## config.mk

```make
export PLATFORM = sky130hd
export DESIGN_NAME = minirisc_sequencer
export DESIGN_NICKNAME = d
export VERILOG_FILES = /design/src/rtl/minirisc_pkg.sv /design/src/rtl/minirisc_prog_mem.sv /design/src/rtl/minirisc_sequencer.sv
export SDC_FILE = /design/constraint.sdc
export NUM_CORES = 1
export LEC_CHECK = 0
export ABC_CLOCK_PERIOD_IN_PS = 5500
export BUFFER_PORTS_ARGS = -buffer_cell sky130_fd_sc_hd__buf_2
export CORE_AREA = 2 2 117 119
export DETAILED_ROUTE_END_ITERATION = 10
export DIE_AREA = 0 0 119 121
export HOLD_SLACK_MARGIN = 0.08
export PLACE_DENSITY_LB_ADDON = 0.25
export SLEW_MARGIN = 40
export SYNTH_ARGS = -nofsm -noshare
export SYNTH_HDL_FRONTEND = slang
export SYNTH_HIERARCHICAL = 1
export SYNTH_SLANG_ARGS = --single-unit
```

## constraint.sdc

```tcl
create_clock -name clk -period 5.5 [get_ports clk]
set_input_delay 0 -clock clk [delete_from_list [all_inputs] [get_ports clk]]
set_output_delay 0 -clock clk [all_outputs]
set_load 0.005 [all_outputs]
```

## src/rtl/minirisc_pkg.sv

```systemverilog
// minirisc_pkg: opcodes, core state encodings, entry fields and sequencer states shared by the mini-RISC sequencer.
package minirisc_pkg;
    localparam logic [2:0] OP_NOP   = 3'd0;
    localparam logic [2:0] OP_LOAD  = 3'd1;
    localparam logic [2:0] OP_ADD   = 3'd2;
    localparam logic [2:0] OP_SUB   = 3'd3;
    localparam logic [2:0] OP_STORE = 3'd4;
    localparam logic [2:0] OP_HALT  = 3'd7;
    localparam logic [3:0] CS_IDLE  = 4'd0;
    localparam logic [3:0] CS_LOAD  = 4'd1;
    localparam logic [3:0] CS_ADD   = 4'd2;
    localparam logic [3:0] CS_SUB   = 4'd3;
    localparam logic [3:0] CS_STORE = 4'd4;
    localparam int OP_MSB  = 10;
    localparam int OP_LSB  = 8;
    localparam int IMM_MSB = 7;
    localparam int IMM_LSB = 0;
    typedef enum logic [1:0] {S_IDLE, S_ISSUE, S_EXEC, S_DONE} seq_state_t;
    function automatic logic is_exec_op(input logic [2:0] op);
        return op >= OP_LOAD && op <= OP_STORE;
    endfunction
endpackage

```

## src/rtl/minirisc_prog_mem.sv

```systemverilog
// minirisc_prog_mem: DEPTH x 11 program register file, synchronous write, asynchronous read, not reset.
module minirisc_prog_mem #(
    parameter int DEPTH = 8,
    parameter int AW    = 3
) (
    input  logic          clk,
    input  logic          we,
    input  logic [AW-1:0] waddr,
    input  logic [10:0]   wdata,
    input  logic [AW-1:0] raddr,
    output logic [10:0]   rdata
);
    logic [10:0] mem [DEPTH];
    always_ff @(posedge clk)
        if (we) mem[waddr] <= wdata;
    assign rdata = mem[raddr];
endmodule

```

## src/rtl/minirisc_sequencer.sv

```systemverilog
// minirisc_sequencer: plays a stored program onto the mini-RISC core command bus using its opcode/execute handshake.
module minirisc_sequencer
    import minirisc_pkg::*;
#(
    parameter int DEPTH = 8,
    parameter int AW    = 3
) (
    input  logic          clk,
    input  logic          rst_n,
    input  logic          ena,
    input  logic          prog_we,
    input  logic [AW-1:0] prog_addr,
    input  logic [10:0]   prog_wdata,
    input  logic          start,
    input  logic [3:0]    core_state,
    input  logic [7:0]    core_acc,
    output logic [7:0]    cmd_out,
    output logic          busy,
    output logic          done,
    output logic          err,
    output logic [7:0]    store_data,
    output logic          store_valid
);
    seq_state_t state, state_nx;
    logic [AW-1:0] pc, pc_nx;
    logic [10:0] entry;
    logic [2:0] op;
    logic [7:0] imm;
    logic err_set, last, idle_start, capture;
    minirisc_prog_mem #(.DEPTH(DEPTH), .AW(AW)) u_mem (
        .clk   (clk),
        .we    (prog_we && ena && state == S_IDLE && !start),
        .waddr (prog_addr),
        .wdata (prog_wdata),
        .raddr (pc),
        .rdata (entry)
    );
    assign op = entry[OP_MSB:OP_LSB];
    assign imm = entry[IMM_MSB:IMM_LSB];
    assign last = pc == AW'(DEPTH - 1);
    assign idle_start = ena && state == S_IDLE && start;
    assign capture = ena && state == S_EXEC && op == OP_STORE && !err_set;
    // Only real core opcodes reach the bus; NOP, HALT and illegal entries present an idle command.
    always_comb begin
        state_nx = state;
        pc_nx = pc;
        err_set = 1'b0;
        cmd_out = 8'h00;
        if (!ena) begin
            state_nx = S_IDLE;
            pc_nx = '0;
        end else begin
            case (state)
                S_IDLE: begin
                    state_nx = start ? S_ISSUE : S_IDLE;
                    pc_nx = '0;
                end
                S_ISSUE: begin
                    cmd_out = is_exec_op(op) ? {5'b0, op} : 8'h00;
                    if (op == OP_NOP) begin
                        state_nx = last ? S_DONE : S_ISSUE;
                        pc_nx = last ? pc : pc + 1'b1;
                    end else if (is_exec_op(op)) begin
                        state_nx = S_EXEC;
                    end else begin
                        err_set = op != OP_HALT;
                        state_nx = S_DONE;
                    end
                end
                S_EXEC: begin
                    cmd_out = op == OP_LOAD ? imm : 8'h00;
                    err_set = core_state != {1'b0, op};
                    state_nx = (err_set || last) ? S_DONE : S_ISSUE;
                    pc_nx = (err_set || last) ? pc : pc + 1'b1;
                end
                S_DONE: state_nx = S_IDLE;
            endcase
        end
    end
    always_ff @(posedge clk or negedge rst_n) begin
        if (!rst_n) begin
            state <= S_IDLE;
            pc <= '0;
            busy <= 1'b0;
            done <= 1'b0;
            err <= 1'b0;
            store_data <= 8'h00;
            store_valid <= 1'b0;
        end else begin
            state <= state_nx;
            pc <= pc_nx;
            busy <= state_nx == S_ISSUE || state_nx == S_EXEC;
            done <= ena && state == S_DONE;
            err <= idle_start ? 1'b0 : err | err_set;
            store_valid <= capture;
            if (capture) store_data <= core_acc;
        end
    end
endmodule

```

==> impl_metrics.tcl, run 1 <==
set metrics [dict create \
    syn_inst 240 \
    grt.met3_usage 0.0362 \
    drive_gt1_frac 0.307 \
    vdd_ir_drop_max_v 0.000207 \
    holdWs_ns 0.114 \
    hp-class "input port to asynchronous set/reset pin" \
    p_leak_nw 2.04 \
    crit_fanout 24 \
    setup_ws_ns 2.35 \
    yosys.area.top_type_share 0.583 \
    io-pin-count 51 \
    core_mm2 0.0131 \
    wl_per_cell_um 17.4 \
    cp.depth 8 \
    endpoint_kind "output port" \
    path_buf_inv 2 \
    grt_busiest_layer "met2" \
    post-route-period-util 0.572 \
    rows 42 \
    cp_slowest_cell "mux4_1" \
    die_y_um 121 \
    start_util 0.346 \
    rsz0062_at_grt "no" \
    dp_hpwl_um 5530 \
    finalMaxSlewViolations 0 \
    powerDensity_mw_per_mm2 293 \
    cts.clk_slew.worst_paths_ns 0.06 \
    worstPathCellList "buf_4, mux4_1, mux2_2, nand4b_1, nor3b_2, nand2_1, o31ai_1, buf_2" \
    critPathLaunchType "register" \
    max_slew_margin 0.541 \
    status "finished clean" \
    ys_ff_latch 105 \
    clk_latency_ns 0.34 \
    post_cts_resized 0 \
    yosys_warnings 6 \
    r2r-start "pc[0]" \
    drt_iter0_drc 170 \
    ys_top_cells_by_area "edfxtp_1 58%, mux4_1 13%, dfrtp_1 9.4%, mux2_4 3.0%, mux2_2 2.7%" \
    rr_endpoint "store_data[6]" \
    viasPerCell 4.74 \
    seq_area_mm2 0.00307 \
    r2r_slack_ns 2.55 \
    fin_crit_ns 3.15 \
    insertedDiodeCount 0 \
    async_flop_share 0.162 \
    root_buffer "clkbuf_16" \
    drc_errors 0 \
    dr.pass1.iters 4 \
    nFillCells 1155 \
    synthDistinctLibCells 35 \
    multiInputGateArea_mm2 0.00138 \
    total_power_mw 1.61 \
    avgSynthCellArea_um2 18.9 \
    num_vias 2377 \
    yosysTopAreaCell "edfxtp_1" \
    grt.met1_usage 0.168 \
    cp_top_family "multiplexers" \
    die-area_mm2 0.0144 \
    synth_edf_count 88 \
    postCtsSetupRepairBufs 0 \
    max_slew.worst_pin.slew_ns 0.686 \
    fin_area_mm2 0.00550 \
    antenna_found_initial 0 \
    io_buffers 50 \
    preCtsSetupSlack_ns 2.52 \
    rr_worst_depth 7 \
    grt_overflow_total 0 \
    crit_end "cmd_out[2]" \
    ys.flop_type "edfxtp_1" \
    critPathLaunch "pc[0]" \
    totalWireLength_um 8760 \
    clock-sinks 105 \
    clockBufferDepth 2 \
    required_ns 5.50 \
    max_freq_ghz 0.318 \
    setup_viol_count_final 0 \
    clock_skew_ns 0.00838 \
    placedInstanceArea_mm2 0.00500 \
    synth_fp_nets 277 \
    crit_type "register to output port" \
    ant_nets 0 \
    syn_area_mm2 0.00453 \
    h-tree-depth 3 \
    tns_ns 0 \
    grt_usage 0.131 \
    grt_max_degree 25 \
    finalHoldViolations 0 \
    crit_arrival_ns 3.15 \
    grt_pass1_wl_um 13900 \
    area.growth.synth_to_final_pct 21.4 \
    cts_buffers 9 \
    grtUsageMet2 0.220 \
    drv_cap 0 \
    cts_tree "yes" \
    nNetsFinal 358 \
    die_w_um 119 \
    place_congestion 0.819 \
    critPathMaxStageDelay_ns 0.59 \
    grt_pass1_vias 2546 \
    yosysSeqAreaShare 0.677 \
]
## worst register-to-register path: stages, from the launching register on
cell     delay (ns)
dfrtp_1        0.32
buf_4          0.35
mux4_1         0.60
mux2_2         0.38
xnor2_1        0.29
nand3_1        0.15
a21o_1         0.38
mux2_4         0.37
## where the power goes
group	internal (mW)	switching, mW
combinational	0.0708	0.0654
clock	0.313	0.283
sequential	0.873	0.00566
total	1.26	0.354
## repair_timing
action                                 in CTS  in global routing
hold buffers                               22                  0
endpoints found under the hold margin     118                  0
setup endpoints to repair                   0                  0
## layout by cell type (no fill, tap or decap), types with 2 or more instances in the layout
cell type      count
a21oi_1            5
and2_1             6
inv_6              2
and4b_1            2
dfrtp_1           16
dlygate4sd3_1     22
nand2b_1           4
mux4_1            22
buf_2             50
nor2_1            12
nor3_1             2
nand2_1            7
nor3_2             2
buf_4              9
mux2_2            11
mux2_4             9
xnor2_1            4
nor3b_1            2
clkinvlp_4         2
a22o_1             2
nand3_1            7
o21ai_0            2
ha_1               6
inv_1              5
nand4_1            3
clkbuf_16          9
edfxtp_1          88
## cells by family (layout without fill, tap and decap cells)
group	Yosys count	count (layout)	synth area share
flops	105	105	0.677
simple gates	50	50	0.0588
mux	42	42	0.185
compound gates	16	16	0.0304
buf+inv	16	102	0.0229
fa+ha+maj	6	6	0.0166
xor+xnor	5	5	0.00966
## cells in the mapped netlist, types with 2 or more instances
| library cell | instances |
|---|---|
| a21oi_1 | 5 |
| a22o_1 | 2 |
| and2_1 | 6 |
| and4b_1 | 2 |
| buf_1 | 2 |
| buf_2 | 2 |
| buf_6 | 5 |
| dfrtp_1 | 17 |
| edfxtp_1 | 88 |
| ha_1 | 6 |
| inv_1 | 5 |
| mux2_2 | 11 |
| mux2_4 | 9 |
| mux4_1 | 22 |
| nand2_1 | 7 |
| nand2b_1 | 4 |
| nand3_1 | 7 |
| nand4_1 | 3 |
| nor2_1 | 12 |
| nor3_1 | 4 |
| nor3b_1 | 3 |
| o21ai_0 | 2 |
| xnor2_1 | 4 |
## cell type report
cell class | count | area share
Clock buffer | 10 | 0.0416
Inverter | 5 | 0.00341
Timing Repair Buffer | 81 | 0.0978
Multi-Input combinational cell | 119 | 0.250
Tap cell | 176 | 0.0400
Sequential cell | 105 | 0.558
Clock inverter | 6 | 0.00955
## through the flow
step                       util  std cells
after global placement    0.382        464
after detailed placement  0.382        464
after floorplan               -        240
after global routing      0.421        502
final                     0.421        502
after CTS                 0.421        502
## sequential cells by signal (all words and copies together), names as in the netlist
name	flops
busy	1
state	2
store_valid	1
done	1
u_mem/mem	88
err	1
pc	3
store_data	8
## metal layers
metal	share of wire	routed length [um]	up-vias
met4	0.011	93	0
met3	0.051	445	11
li1	-	-	1132
met2	0.47	4110	80
met1	0.47	4100	1154
met5	0	0	-
## worst min-delay path by stage
stage	startpoint	end	slack (ns)	cells past startpoint
after floorplan	rst_n	busy	-0.30	0
after global placement	rst_n	busy	-0.06	1
after detailed placement	rst_n	err	-0.05	1
after CTS	rst_n	store_data[7]	0.12	2
after global routing	rst_n	store_data[7]	0.15	2
final	rst_n	pc[1]	0.11	2
Power figures use the tool's default switching activity.
==> inputs of run 2 (changes only) <==
Settings changed: ABC_CLOCK_PERIOD_IN_PS 5500 to 3100.
Clock period 5.5 ns to 3.1 ns, I/O delays scaled along.
==> run 2 against run 1 <==
Combinational power increased by 76%. Highest routed layer unchanged. Clock-buffer cell count fell by 1. Power rose by 79%. Largest power group unchanged. Wire length is 0.19% lower. Largest cell class unchanged. First-iteration DRC count rose by 1.2%. Sequential share of layout area down 0.74 points. Critical path type unchanged. Final area up 1.3%.
==> impl_metrics.tcl, run 2 (synthesis gave the netlist of run 1 again) <==
set metrics [dict create \
    status "finished clean" \
    r2r_slack_ns 0.40 \
    finalHoldViolations 0 \
    area.growth.synth_to_final_pct 23.0 \
    rsz0062_at_grt "no" \
    die_y_um 121 \
    endpoint_kind "output port" \
    layout_commonest_cell "edfxtp_1" \
    io_buffers 50 \
    h-tree-depth 3 \
    core_mm2 0.0131 \
    vdd_ir_drop_max_v 0.000413 \
    num_vias 2442 \
    worstPathCellList "mux4_1, mux2_2, nand4b_1, nor3b_1, buf_4, nand2_1, o31ai_1, buf_2" \
    fin_crit_ns 2.87 \
    nNetsFinal 366 \
    max_slew_margin 0.552 \
    drt_iter0_drc 172 \
    cp.depth 8 \
    ant_nets 0 \
    crit_fanout 9 \
    critPathLaunchType "register" \
    rows 42 \
    cts_buffers 9 \
    crit_arrival_ns 2.87 \
    grt_usage 0.132 \
    post-route-period-util 0.927 \
    drc_errors 0 \
    largest_reg_flops 88 \
    insertedDiodeCount 0 \
    grt_pass1_wl_um 14200 \
    critPathMaxStageDelay_ns 0.58 \
    totalWireLength_um 8740 \
    clockBufferDepth 2 \
    die-area_mm2 0.0144 \
    max_freq_ghz 0.348 \
    io-pin-count 51 \
    dr.pass1.iters 4 \
    fin_cells 510 \
    grt_max_degree 20 \
    cp_top_family "multiplexers" \
    clock-sinks 105 \
    cp_slowest_cell "mux4_1" \
    clk_latency_ns 0.34 \
    holdWs_ns 0.109 \
    dp_cells 468 \
    viasPerCell 4.79 \
    powerDensity_mw_per_mm2 517 \
    r2r-start "pc[0]" \
    crit_type "register to output port" \
    max_slew.worst_pin.slew_ns 0.672 \
    rr_endpoint "store_data[0]" \
    grt_overflow_total 0 \
    drv_cap 0 \
    grt_pass1_vias 2508 \
    clock_skew_ns 0.0112 \
    tns_ns 0 \
    path_buf_inv 2 \
    final_cell_mix "88 x edfxtp_1, 50 x buf_2, 26 x dlygate4sd3_1, 22 x mux4_1, 17 x dfrtp_1" \
    finalMaxSlewViolations 0 \
    total_power_mw 2.88 \
    wl_per_cell_um 17.1 \
    die_w_um 119 \
    setup_viol_count_final 0 \
    cts.clk_slew.worst_paths_ns 0.07 \
    p_leak_nw 2.10 \
    rr_worst_depth 6 \
    required_ns 3.10 \
    max_flop_register "u_mem/mem" \
    start_util 0.346 \
    place_congestion 0.770 \
    drive_gt1_frac 0.311 \
    cts_tree "yes" \
    root_buffer "clkbuf_16" \
    dp_hpwl_um 5910 \
    hp-class "input port to asynchronous set/reset pin" \
    antenna_found_initial 0 \
    reg.largest.list "u_mem/mem (88), store_data (8), pc (3)" \
    post_cts_resized 0 \
]
==> run 2: cell count changes in the layout (fill, tap and decap cells not counted), moves of 2 or more <==
cell / delta
buf_4: +4
clkinv_2: +2
clkinvlp_4: -2
dlygate4sd3_1: +4
==> run 2: worst max path at each step <==
stage	from	end	slack, ns
after global routing	pc[0]	cmd_out[2]	0.04
after detailed placement	pc[0]	store_data[0]	0.40
after floorplan	pc[0]	pc[0]	0.46
final	pc[0]	cmd_out[2]	0.23
after global placement	pc[0]	store_data[5]	0.44
after CTS	pc[0]	cmd_out[2]	0.20
==> run 2: what timing repair did <==
item | 4_1_cts | 5_1_grt
setup buffers | 0 | 0
hold buffers | 26 | 0
setup endpoints to repair | 0 | 0
endpoints found under the hold margin | 124 | 0
==> run 2: layout make-up <==
class                      instances  area (um^2)
multi-input combinational        119         1370
inverter                           5         18.8
fill                            1149         7510
tap                              176          220
sequential                       105         3070
clock buffer                       9          225
timing repair buffer              89          608
clock inverter                     7         63.8
==> run 2: worst reg2reg max path, stage by stage, from the launching register on <==
cell and delay, ns:
dfrtp_1 0.51, mux4_1 0.58, mux2_2 0.38, xnor2_1 0.27, nand3_1 0.11, a21o_1 0.37
mux2_4 0.37
==> run 2: metrics by stage <==
step	utilization	setup slack (ns)	instance area [um^2]
global route	0.426	0.0393	5570
detailed placement	0.384	0.396	5020
floorplan	-	0.462	4530
finish	0.426	0.228	5570
global placement	0.384	0.445	5020
CTS	0.426	0.204	5570
==> run 2: power by group <==
group          total [mW]  internal [mW]  switching [mW]
combinational       0.240          0.129           0.111
sequential           1.56           1.55          0.0141
clock                1.08          0.561           0.515
total                2.88           2.24           0.641
==> run 2: metal layers <==
metal | vias to the layer above | global-route usage | wire, um
met5 | - | 0 | 0
met2 | 66 | 0.221 | 4250
met4 | 0 | 0.0357 | 59
li1 | 1146 | - | -
met1 | 1223 | 0.171 | 4000
met3 | 7 | 0.0352 | 427
